**config.mk**
```make
export PLATFORM = sky130hd
export DESIGN_NAME = empaquetador_simbolos
export DESIGN_NICKNAME = d
export VERILOG_FILES = /design/src/rtl/empaquetador_simbolos.sv
export SDC_FILE = /design/constraint.sdc
export NUM_CORES = 1
export LEC_CHECK = 0
export BUFFER_PORTS_ARGS = -buffer_cell sky130_fd_sc_hd__buf_2
export CORE_ASPECT_RATIO = 0.6
export CORE_MARGIN = 5
export CORE_UTILIZATION = 35
export DETAILED_ROUTE_END_ITERATION = 12
export PLACE_DENSITY = 0.57
export SYNTH_ARGS = -nofsm -noshare
export SYNTH_HDL_FRONTEND = slang
export SYNTH_SLANG_ARGS = --single-unit
```
**constraint.sdc**
```tcl
create_clock -name clk -period 2.2 [get_ports clk]
set_input_delay 0.11 -clock clk [delete_from_list [all_inputs] [get_ports clk]]
set_output_delay 0.11 -clock clk [all_outputs]
set_load 0.01 [all_outputs]
```
**src/rtl/empaquetador_simbolos.sv**
```systemverilog
// Symbol packer: gathers SYMBOLS narrow symbols LSB-first into one word
// and queues completed words in a first-word-fall-through FIFO.
module empaquetador_simbolos #(
  parameter int SYM_W   = 2,
  parameter int SYMBOLS = 4,
  parameter int DEPTH   = 4,
  localparam int W  = SYM_W * SYMBOLS,
  localparam int CW = $clog2(DEPTH) + 1,
  localparam int SW = $clog2(SYMBOLS),
  localparam int PW = $clog2(DEPTH)
) (
  input  logic          clk,
  input  logic          reset_L,
  input  logic [SYM_W-1:0] data_in,
  input  logic          valid_in,
  output logic          in_ready,
  output logic [W-1:0]  data_out,
  output logic          valid_out,
  input  logic          ready_out,
  output logic [CW-1:0] count,
  output logic [SW-1:0] sym_cnt,
  output logic          overflow
);

  logic [W-1:0]  sr_q;
  logic [W-1:0]  word_nxt;
  logic [PW-1:0] wr_ptr;
  logic [PW-1:0] rd_ptr;
  logic          run_q;
  logic          accept;
  logic          last;
  logic          push;
  logic          pop;
  logic [W-1:0]  mem [DEPTH];

  // run_q keeps in_ready low until the first edge after reset release
  assign in_ready  = run_q && (count != CW'(DEPTH));
  assign valid_out = (count != '0);
  assign data_out  = valid_out ? mem[rd_ptr] : '0;

  assign accept   = valid_in && in_ready;
  assign last     = (sym_cnt == SW'(SYMBOLS - 1));
  assign word_nxt = sr_q | (W'(data_in) << (SYM_W * int'(sym_cnt)));
  assign push     = accept && last;
  assign pop      = valid_out && ready_out;

  always_ff @(posedge clk or negedge reset_L) begin
    if (!reset_L) begin
      run_q    <= 1'b0;
      sym_cnt  <= '0;
      sr_q     <= '0;
      wr_ptr   <= '0;
      rd_ptr   <= '0;
      count    <= '0;
      overflow <= 1'b0;
    end else begin
      run_q <= 1'b1;
      if (accept) begin
        sym_cnt <= last ? '0 : sym_cnt + SW'(1);
        sr_q    <= last ? '0 : word_nxt;
      end
      if (push) wr_ptr <= wr_ptr + PW'(1);
      if (pop)  rd_ptr <= rd_ptr + PW'(1);
      unique case ({push, pop})
        2'b10:   count <= count + CW'(1);
        2'b01:   count <= count - CW'(1);
        default: count <= count;
      endcase
      if (valid_in && !in_ready) overflow <= 1'b1;
    end
  end

  always_ff @(posedge clk) begin
    if (push) mem[wr_ptr] <= word_nxt;
  end

endmodule

```
# == Yosys cells after proc, flatten, opt, wreduce, memory -nomap -nowiden ==
# Memories as Yosys holds them, arrays and structs flattened.
# Index checks and enable logic that the tools add are counted.
# word_totals
memories,1
reg_bits,19
wordCells,33
ramBits,32
output_inout_bits,16
in_bits,6
# memory_table
memory,depth,word_bits,rd,rd_ports_with_merged_regs,write_ports,line_no,source
mem,4,8,1,0,1,34,logic [W-1:0] mem [DEPTH];
# classes
n_bitwise,1
n_reduce_logical,8
mux,6
shifts,1
eq_ne,4
addsub,5
# ops
operator,count
$mux W8,2
$or A8 B8 Y8,1
$shl A2 B3 Y8,1
$add A2 B1 Y2 const B,3
$pmux W3 S2,1
$logic_and A1 B1 Y1,5
$eq A2 B2 Y1 const B,2
$add A3 B1 Y3 const B,1
$ne A3 B3 Y1 const B,1
$reduce_bool A3 Y1,1
$sub A3 B1 Y3 const B,1
$eq A2 B1 Y1 const B,1
$mux W1,2
$mux W2,1
$reduce_bool A2 Y1,1
$logic_not A1 Y1,1

# == Logic depth before layout (Yosys ltp) ==
# Gate-level depths: netlist (run 1).
# depth
depth_word,6
depth_mapped,11
mapped_depth_nobuf,9

# == Least setup slack after synthesis (run 1) ==
# Ideal clock, no wire load.
# synth_timing
path_type,reg-to-reg
start,register count[0]
end,register count[2]
setup_time_ns,0.079
stages_incl_launch_ff,12
period_less_slack_ns,2.369
path_slack_ns,-0.169
t_required_ns,2.121
path_buffers,2
arrival_time_ns,2.290
path_cell_list,dfrtp_1 -> or3b_1 -> buf_6 -> and3_4 -> buf_6 -> inv_1 -> ha_1 -> inv_1 -> fa_1 -> xor2_1 -> nor2_1 -> xor2_1
# synth_between
elab_chain_cells,6
elab_cells_between_ends,12
cone_classes,2 x add/sub; 3 x eq/ne; 1 x mux; 6 x reduce/logical
# synth_rtl
item,line_no,source
"start, declared",20,"output logic [CW-1:0] count,"
"start signal, assigned",65,2'b10: count <= count + CW'(1);
"start signal, assigned",66,2'b01: count <= count - CW'(1);
"start signal, assigned",67,default: count <= count;
$ne A3 B3 Y1,37,assign in_ready = run_q && (count != CW'(DEPTH));
$logic_and A1 B1 Y1,37,
$logic_and A1 B1 Y1,41,assign accept = valid_in && in_ready;
$logic_and A1 B1 Y1,44,assign push = accept && last;
$eq A2 B1 Y1 or $eq A2 B2 Y1 (tied branches),64,"unique case ({push, pop})"
$pmux W3 S2 or $reduce_bool A2 Y1 (tied branches),-,
# Several ways; a longest one is shown, not always the timed one.
# A chain may end at the register's enable or synchronous reset.

# == Worst setup path in the final report (run 1) ==
# layout_timing
start,register count[1]
end,register count[2]
# The elaborated chain is that of the path after synthesis.

==> results of run 1 <==
## cell usage after synthesis (all sizes together) (3+ instances only)
library cell,count,share of area (%)
a21oi,12,2.7
and2,14,4.2
buf,3,1.2
clkbuf,3,0.50
dfrtp,19,21
edfxtp,32,43
ha,6,3.3
inv,13,2.2
mux4,8,8.0
nor2,3,0.50
nor3,6,2.7
o21ai,4,0.89
xnor2,3,1.2
xor2,3,1.2
## flip-flops by register name, summed over array words and instances (netlist names)
signal,count
sr_q,8
wr_ptr,2
rd_ptr,2
sym_cnt,2
run_q,1
overflow,1
mem,32
count,3
## cell families after synthesis
logic type / Yosys count / synth area share, %
flip-flops: 51 / 64.0
AND/OR/NAND/NOR: 33 / 10.4
AO/OA/AOI/OAI: 21 / 5.35
buffers and inverters: 19 / 3.90
multiplexers: 11 / 9.64
adder cells (fa/ha/maj): 7 / 4.24
XOR/XNOR: 6 / 2.34
other: 1 / 0.167
## critical path, cell delays in order, from the launching register on
cell                      delay, ns
sky130_fd_sc_hd__dfrtp_1       0.42
sky130_fd_sc_hd__or3b_4        0.41
sky130_fd_sc_hd__and3_4        0.17
sky130_fd_sc_hd__inv_4         0.06
sky130_fd_sc_hd__ha_4          0.13
sky130_fd_sc_hd__inv_2         0.04
sky130_fd_sc_hd__fa_2          0.35
sky130_fd_sc_hd__xor2_1        0.15
sky130_fd_sc_hd__nor2_1        0.12
sky130_fd_sc_hd__xor2_1        0.16
## layer usage
metal / routed length, µm / part of all wire, %
met5: 0 / 0
met4: 65 / 1.6
met3: 213 / 5.1
met2: 1880 / 45
met1: 2020 / 48
## through the flow
stage               hold WS (ns)  TNS, ns  setup slack [ns]
floorplan                 -0.186  -0.0663           -0.0663
global placement          0.0747        0             0.194
detailed placement        0.0831        0            0.0506
CTS                       0.0369        0            0.0348
global route              0.0470        0           0.00209
finish                    0.0407        0             0.118
## cells in the final DEF (no fill, tap or decap), types with 2 or more instances in the layout
cell type / count
sky130_fd_sc_hd__xor2_1: 3
sky130_fd_sc_hd__xnor2_1: 3
sky130_fd_sc_hd__and2_2: 2
sky130_fd_sc_hd__buf_4: 8
sky130_fd_sc_hd__nand2_1: 2
sky130_fd_sc_hd__and2_4: 2
sky130_fd_sc_hd__ha_1: 5
sky130_fd_sc_hd__a31o_2: 2
sky130_fd_sc_hd__nor2b_1: 2
sky130_fd_sc_hd__mux4_2: 8
sky130_fd_sc_hd__nor2_1: 3
sky130_fd_sc_hd__clkbuf_8: 6
sky130_fd_sc_hd__nor3_2: 6
sky130_fd_sc_hd__and2_1: 10
sky130_fd_sc_hd__a21oi_1: 12
sky130_fd_sc_hd__o21ai_0: 4
sky130_fd_sc_hd__buf_2: 21
sky130_fd_sc_hd__a21boi_0: 2
sky130_fd_sc_hd__edfxtp_1: 32
sky130_fd_sc_hd__dfrtp_1: 18
sky130_fd_sc_hd__inv_1: 11
## final timing paths
path | endpoint | startpoint | cells after the start
min in group asynchronous | sr_q[1]$_DFFE_PN0P_ | reset_L | 2
hold reg to reg | overflow$_DFFE_PN0P_ | overflow$_DFFE_PN0P_ | 1
setup / recovery | count[2]$_DFFE_PN0P_ | count[1]$_DFFE_PN0P_ | 9
max in group asynchronous | count[0]$_DFFE_PN0P_ | reset_L | 2
hold / removal | overflow$_DFFE_PN0P_ | valid_in | 2
setup reg to reg | count[2]$_DFFE_PN0P_ | count[1]$_DFFE_PN0P_ | 9
## what timing repair did
| item | in CTS | in global routing |
|---|---|---|
| hold buffers | 1 | 0 |
| setup endpoints to repair | 0 | 1 |
| resized for setup | 0 | 1 |
| endpoints found under the hold margin | 19 | 0 |
| buffers inserted | 0 | 3 |
## layout make-up
class                   instances  area share [%]
clock inverters                 2           0.433
inverters                      13            1.97
repair buffers                 30            6.73
clock buffers                   6            3.17
flip-flops and latches         51            55.3
well taps                      84            4.04
multi-input cells              79            28.4
## report_power, final
group,total (mW),internal [mW],switching (mW)
logic,1.22,0.600,0.618
registers,1.35,1.21,0.132
clock network,0.556,0.252,0.305
total,3.12,2.07,1.05
==> impl_metrics.ini, run 1 <==
[sta]
timing_hold_violations_final = 0
fmax_ghz = 0.480
min_period_over_period_pct = 94.6
timing.final.setup_violations = 0
slew_headroom_pct = 66.1
period_minus_slack_ns = 2.08
clock-skew-final_ns = 0.00826
tightest_slew_ns = 0.508
setup_repair_after_global_routing_missed_its_margin = false
drv_slew = 0

[clock_tree]
worst_setup_hold_path_clk_slew_ns = 0.09
root_buffer = sky130_fd_sc_hd__clkbuf_8
clock_sinks = 51
htree_num_levels = 2
worstSkewPairLatency_ns = 0.30
number_of_clock_buffers_inserted_by_tritoncts = 5
tritoncts = done
cts_buffer_depth = 2

[synth]
synth_ff_type = sky130_fd_sc_hd__edfxtp_1
postSynthCellCount = 149
synth.avg_cell_area_um2 = 15.1
ys_types = 33
synth-seq-cells = 51
postSynthNetCount = 162
post_synth_edffs = 32
synth-async-reset-ratio_pct = 37.3
synth_warnings = 0
syn-cell-area_um2 = 2240
synth_seq_area_share_pct = 64.0

[route]
drt_wl_total_um = 4180
vias = 1236
drc_errors = 0
detail_route.vias_per_cell = 4.66
route.antenna.remaining_nets = 0
drt_pre_antenna_iters = 4
detail_route.wl_per_cell_um = 15.8
first_iteration_detailed_routing_drc_count = 66

[floorplan]
cell_row_count = 22
floorplan.die.height_um = 72.0
io-pin-count = 22
design.die.area_um2 = 8170
chipWidth_um = 113
core_area_um2 = 6170
initial_utilization_pct = 36.4

[critical_path]
criticalPathCategory = flip-flop to flip-flop
timing.reg2reg.setup_slack_ns = 0.12
critPathArrivalTime_ns = 2.31
start_kind = flip-flop
crit_path_end_kind = flip-flop
critPathMaxFanout = 5
required_time_worst_endpoint_ns = 2.43

[global_route]
grt_usage_pct = 11.3
grt_use_met1_pct = 15.3
globalRouteMet2Util_pct = 17.1
grt.busiest_layer = met2
groute.layer.met3.usage_pct = 3.75
global_route_wire_length_before_repair_um = 6940
overall_overflow_remaining_after_global_route = 0
antenna_found_initial = 0
grt_start_max_net_pins = 20
via_count_of_the_first_global_routing_pass = 1304

[outcome]
run_status = finished clean

[power_and_ir_drop]
peakVddDrop_v = 0.000390
leakage_nw = 1.04
cellPowerDensity_nw_per_um2 = 1200
power_mw = 3.12

[layout]
num_antenna_cells = 0
multi_input_logic_area_um2 = 738
design.final.nets = 193
nFillCells = 573
drive_gt1_share_pct = 36.5
final_cells = 265
post-route-util_pct = 42.2
area.growth.synth_to_final_pct = 15.9
final_cell_area_um2 = 2600
final-seq-area_um2 = 1440

[job]
max_cap_viol_count = 0

[place]
gpl.final_weighted_congestion = 0.775
placement.cell_area_um2 = 2470
port_buffers = 21
placed_cells = 253
hpwl_um = 3170

[worst_hold_path]
hp-class = primary input to flip-flop
No activity file was read; power rests on OpenSTA's default activity.
==> inputs of run 2 (changes only) <==
- ABC_AREA: unset -> 1
- CORE_MARGIN: 5 -> unset
==> run 2 against run 1 <==
  * Combinational power rose by 13%
  * Register-to-register slack gained 0.11 ns
  * Clock skew shrank 0.0034 ns
  * Fmax rose by 5.5%
  * Clock-buffer cell count shrank 1
  * Hold slack improved by 0.079 ns
  * Critical path type unchanged
  * Global-route usage grew 4.0 points
  * Area after synthesis rose by 2.1%
  * Synthesized cell count rose by 45%
==> impl_metrics.ini, run 2 <==
[critical_path]
crit_path_end_kind = flip-flop
start_kind = flip-flop
critPathArrivalTime_ns = 2.20
rr_startpoint = count[0]$_DFFE_PN0P_
timing.reg2reg.setup_slack_ns = 0.23
required_time_worst_endpoint_ns = 2.43
worstRegToRegCells = 9
critPathMaxFanout = 4
criticalPathCategory = flip-flop to flip-flop
setup.worst_path.start = count[0]$_DFFE_PN0P_
crit-reg2reg-capture = count[2]$_DFFE_PN0P_

[sta]
timing_hold_violations_final = 0
fmax_ghz = 0.507
hold_slack_ns = 0.120
timing.final.setup_violations = 0
clock-skew-final_ns = 0.00490
tns_ns = 0
min_period_over_period_pct = 89.7
drv_slew = 0
slew_headroom_pct = 65.7
period_minus_slack_ns = 1.97
tightest_slew_ns = 0.514
setup_repair_after_global_routing_missed_its_margin = false

[global_route]
global_route_wire_length_before_repair_um = 7740
via_count_of_the_first_global_routing_pass = 1468
grt_usage_pct = 15.2
overall_overflow_remaining_after_global_route = 0
grt_start_max_net_pins = 20
antenna_found_initial = 0

[clock_tree]
tritoncts = done
number_of_clock_buffers_inserted_by_tritoncts = 5
worst_setup_hold_path_clk_slew_ns = 0.10
worstSkewPairLatency_ns = 0.30
cts_buffer_depth = 2
htree_num_levels = 2
root_buffer = sky130_fd_sc_hd__clkbuf_8
clock_sinks = 51

[layout]
num_antenna_cells = 0
drive_gt1_share_pct = 19.7
top_regs = mem x32, sr_q x8, count x3
design.final.nets = 261
final_cell_mix = sky130_fd_sc_hd__nor2_1 (36), sky130_fd_sc_hd__nand2_1 (35), sky130_fd_sc_hd__edfxtp_1 (32)
area.growth.synth_to_final_pct = 14.2
top_register = mem
post-route-util_pct = 42.1
mostFrequentLayoutCell = sky130_fd_sc_hd__nor2_1
number_of_flip_flops_under_the_largest_register_name = 32

[synth]
portion_of_synthesized_cell_area_occupied_by_the_leading_cell_type_pct = 41.9
ys_types = 29
postSynthCellCount = 216
synthDominantAreaCellType = sky130_fd_sc_hd__edfxtp_1
post_synth_edffs = 32
synth_seq_area_share_pct = 62.7
syn-cell-area_um2 = 2290
synth.most_common_cell = sky130_fd_sc_hd__nor2_1
synth.avg_cell_area_um2 = 10.6
postSynthNetCount = 229
synth_ff_type = sky130_fd_sc_hd__edfxtp_1
synth_warnings = 0
synth.cells.most_frequent = sky130_fd_sc_hd__nor2_1 (36), sky130_fd_sc_hd__nand2_1 (35), sky130_fd_sc_hd__edfxtp_1 (32)
synth-async-reset-ratio_pct = 37.3
synth-seq-cells = 51
synth.area.top_cells = sky130_fd_sc_hd__edfxtp_1 (42%), sky130_fd_sc_hd__dfrtp_1 (21%), sky130_fd_sc_hd__nor2_1 (5.9%)

[place]
port_buffers = 21
gpl.final_weighted_congestion = 0.791
hpwl_um = 3230

[power_and_ir_drop]
power_mw = 3.37
peakVddDrop_v = 0.000414
cellPowerDensity_nw_per_um2 = 1290
leakage_nw = 1.11

[worst_hold_path]
worst_hold_path.num_cells = 3
hp-class = primary input to flip-flop
hold_end = overflow$_DFFE_PN0P_
timing.hold.worst.start = valid_in

[outcome]
run_status = finished clean

[floorplan]
design.die.area_um2 = 6890
cell_row_count = 22
io-pin-count = 22
floorplan.die.height_um = 64.7
initial_utilization_pct = 36.8
core_area_um2 = 6220
chipWidth_um = 106

[route]
route.antenna.remaining_nets = 0
detail_route.vias_per_cell = 4.50
drt_wl_total_um = 4600
detail_route.wl_per_cell_um = 13.8
vias = 1497
drc_errors = 0
drt_pre_antenna_iters = 4
first_iteration_detailed_routing_drc_count = 68

[job]
max_cap_viol_count = 0
-- run 2: per-layer routing --
metal | routed length [µm] | vias up | track usage (%) | share of wire [%]
met1 | 2520 | 681 | 22.9 | 55
met5 | 0 | - | 0 | 0
met4 | 32 | 0 | 3.08 | 0.70
met3 | 248 | 5 | 5.63 | 5.4
met2 | 1800 | 38 | 20.6 | 39
li1 | - | 773 | - | -
-- run 2: kinds of logic after synthesis --
group / after synthesis / synth area share [%]
compound gates: 42 / 10.0
simple gates: 84 / 16.0
fa+ha+maj: 7 / 4.15
buf+inv: 28 / 5.79
flops: 51 / 62.7
other cells: 1 / 0.164
xor+xnor: 3 / 1.15
-- run 2: cell type report --
cell class              count  area [µm²]
well taps                  84         105
clock inverters             3        20.0
multi-input cells         137         723
repair buffers             30         175
inverters                  23        86.3
fillers                   629        3600
flip-flops and latches     51        1440
clock buffers               5        68.8
-- run 2: repair_timing --
item,CTS,global route
gates resized for setup,0,2
hold buffers,1,0
endpoints found under the hold margin,19,0
setup endpoints to repair,0,1
buffers inserted,0,0
-- run 2: where the power goes --
part	leakage (nW)	internal (mW)	switching [mW]
registers	0.523	1.28	0.167
logic	0.544	0.503	0.878
clock network	0.0402	0.222	0.319
-- run 2: stage by stage --
step	instance area, µm²	setup slack (ns)	std cells
3_3_place_gp	2520	0.266	324
6_report	2620	0.226	333
2_1_floorplan	2290	0.186	216
5_1_grt	2620	0.00982	333
3_5_place_dp	2520	0.176	324
4_1_cts	2620	0.154	333
-- run 2: worst max-delay path by stage --
| stage | end | slack [ns] |
|---|---|---|
| finish | count[2]$_DFFE_PN0P_ | 0.23 |
| global route | count[2]$_DFFE_PN0P_ | 0.01 |
| CTS | count[2]$_DFFE_PN0P_ | 0.15 |
| detailed placement | count[2]$_DFFE_PN0P_ | 0.18 |
| global placement | count[2]$_DFFE_PN0P_ | 0.27 |
| floorplan | count[2]$_DFFE_PN0P_ | 0.19 |
-- run 2: worst max-delay path, cell delays in order (launching register included) --
cell                      delay [ns]
sky130_fd_sc_hd__dfrtp_2        0.46
sky130_fd_sc_hd__nor2_4         0.18
sky130_fd_sc_hd__nand2_4        0.08
sky130_fd_sc_hd__nand4_2        0.08
sky130_fd_sc_hd__ha_1           0.15
sky130_fd_sc_hd__inv_1          0.06
sky130_fd_sc_hd__fa_1           0.37
sky130_fd_sc_hd__or2_2          0.30
sky130_fd_sc_hd__nand2_1        0.09
sky130_fd_sc_hd__xor2_1         0.13
==> inputs of run 3 (changes only) <==
- REMOVE_ABC_BUFFERS: unset -> 1
==> run 3 against run 2 <==
  * First-iteration DRC count down 10%
  * Utilization grew 0.26 points
  * Routed wire length is 2.1% lower
  * Fmax decreased by 3.5%
  * Final area up 0.62%
  * Final cell count down 0.30%
  * Setup slack got worse by 0.071 ns
  * Critical path depth increased by 1
  * Sequential cell count unchanged
  * Clock-buffer cell count stayed put
  * Clock skew grew 0.0077 ns
  * Sequential power about the same
  * Critical path type unchanged
  * Highest routed layer unchanged
==> impl_metrics.ini, run 3 (synthesis results as in run 2) <==
[critical_path]
slowest_delay_ns = 0.47
critPathArrivalTime_ns = 2.28
worstRegToRegCells = 10
critPathMaxFanout = 4
start_kind = flip-flop
cpMaxStageDelayCell = sky130_fd_sc_hd__dfrtp_1
crit_buf_inv = 3
critical_path.top_delay_family = simple AND/OR/NAND/NOR gates
crit_path_cell_trace = inv_1 > nand2_1 > nand2_1 > inv_1 > ha_1 > inv_1 > fa_1 > or2_2 > nand2_1 > xor2_1
timing.reg2reg.setup_slack_ns = 0.15
criticalPathCategory = flip-flop to flip-flop
crit_path_end_kind = flip-flop
crit-reg2reg-capture = count[2]$_DFFE_PN0P_
required_time_worst_endpoint_ns = 2.44
rr_startpoint = count[2]$_DFFE_PN0P_

[clock_tree]
htree_num_levels = 2
cts_buffer_depth = 2
cts_setup_buffers = 0
number_of_clock_buffers_inserted_by_tritoncts = 5
root_buffer = sky130_fd_sc_hd__clkbuf_8
tritoncts = done
worst_setup_hold_path_clk_slew_ns = 0.10
worstSkewPairLatency_ns = 0.31
clock_sinks = 51

[floorplan]
io-pin-count = 22
floorplan.die.height_um = 64.7
cell_row_count = 22
chipWidth_um = 106
initial_utilization_pct = 36.8
core_area_um2 = 6220
design.die.area_um2 = 6890

[route]
first_iteration_detailed_routing_drc_count = 61
drt_pre_antenna_iters = 4
drt_wl_total_um = 4500
detail_route.vias_per_cell = 4.57
detail_route.wl_per_cell_um = 13.6
drc_errors = 0
route.antenna.remaining_nets = 0
vias = 1517

[layout]
drive_gt1_share_pct = 18.5
final_cell_mix = sky130_fd_sc_hd__nor2_1 (36), sky130_fd_sc_hd__nand2_1 (35), sky130_fd_sc_hd__edfxtp_1 (32)
top_regs = mem x32, sr_q x8, count x3
multi_input_logic_area_um2 = 723
number_of_flip_flops_under_the_largest_register_name = 32
design.final.nets = 260
top_register = mem
area.growth.synth_to_final_pct = 14.9
num_antenna_cells = 0
nFillCells = 603
mostFrequentLayoutCell = sky130_fd_sc_hd__nor2_1
final-seq-area_um2 = 1440

[worst_hold_path]
timing.hold.worst.start = ready_out
hp-class = primary input to flip-flop
hold_end = rd_ptr[0]$_DFFE_PN0P_
worst_hold_path.num_cells = 3

[sta]
timing_hold_violations_final = 0
period_minus_slack_ns = 2.05
min_period_over_period_pct = 93.0
slew_headroom_pct = 60.6
tightest_slew_ns = 0.590
hold_slack_ns = 0.112
timing.final.setup_violations = 0
tns_ns = 0
fmax_ghz = 0.489
setup_repair_after_global_routing_missed_its_margin = false
drv_slew = 0
clock-skew-final_ns = 0.0127

[global_route]
global_route_wire_length_before_repair_um = 7160
grt_start_max_net_pins = 20
grt_usage_pct = 14.1
via_count_of_the_first_global_routing_pass = 1353
antenna_found_initial = 0
overall_overflow_remaining_after_global_route = 0

[outcome]
run_status = finished clean

[place]
port_buffers = 21
hpwl_um = 3000
gpl.final_weighted_congestion = 0.792

[power_and_ir_drop]
cellPowerDensity_nw_per_um2 = 1320
peakVddDrop_v = 0.000538
leakage_nw = 1.12

[job]
max_cap_viol_count = 0
-- run 3: cell count changes in the layout (fill, tap and decap cells not counted), sizes merged --
cell	change
buf	-1
clkinv	-1
bufinv	+1
inv	+1
clkinvlp	-1
-- run 3: worst max-delay path by stage --
| stage | from | end | slack, ns | depth (start not counted) |
|---|---|---|---|---|
| finish | count[2]$_DFFE_PN0P_ | count[2]$_DFFE_PN0P_ | 0.15 | 10 |
| global route | count[2]$_DFFE_PN0P_ | count[2]$_DFFE_PN0P_ | 0.05 | 10 |
| CTS | sym_cnt[0]$_DFFE_PN0P_ | count[2]$_DFFE_PN0P_ | 0.17 | 8 |
| detailed placement | sym_cnt[0]$_DFFE_PN0P_ | count[2]$_DFFE_PN0P_ | 0.21 | 8 |
| global placement | sym_cnt[0]$_DFFE_PN0P_ | count[2]$_DFFE_PN0P_ | 0.21 | 8 |
| floorplan | sym_cnt[1]$_DFFE_PN0P_ | count[2]$_DFFE_PN0P_ | 0.19 | 8 |
-- run 3: final cells by class --
cell class / instances / area share, %
clock buffers: 5 / 2.61
clock inverters: 3 / 1.76
inverters: 23 / 3.28
multi-input cells: 137 / 27.5
flip-flops and latches: 51 / 54.5
well taps: 84 / 3.99
repair buffers: 29 / 6.37
-- run 3: repair_timing --
action / in CTS / in global routing
hold buffers: 1 / 0
setup endpoints to repair: 0 / 0
endpoints found under the hold margin: 19 / 0
gates resized for setup: 0 / 0
-- run 3: layer usage --
metal  wire, µm  vias up  GRT usage [%]
met5          0        -              0
met4         42        0           4.11
met3        167        5           3.62
met2       1810       27           19.3
met1       2480      712           21.5
li1           -      773              -
-- run 3: where the power goes --
part | leakage (nW) | switching (mW) | internal (mW)
clock | 0.0548 | 0.326 | 0.343
combinational | 0.539 | 0.862 | 0.489
sequential | 0.525 | 0.184 | 1.27
-- run 3: metrics by stage --
step / worst slack (ns) / instance area (µm²) / total power, mW / instances / util (%)
after detailed placement: 0.210 / 2510 / 2.83 / 323 / 40.3
after CTS: 0.172 / 2630 / 3.50 / 332 / 42.3
after floorplan: 0.186 / 2250 / 2.32 / 211 / -
after global placement: 0.213 / 2510 / 2.82 / 323 / 40.3
after global routing: 0.0513 / 2630 / 3.73 / 332 / 42.3
final: 0.155 / 2630 / 3.48 / 332 / 42.3
-- run 3: tightest hold or removal path: cells and delay by family --
| kind | cells | cell delay (ns) |
|---|---|---|
| buffers and inverters | 1 | 0.10 |
| and+or+nand+nor | 1 | 0.10 |
| xor gates and xnor gates | 1 | 0.07 |
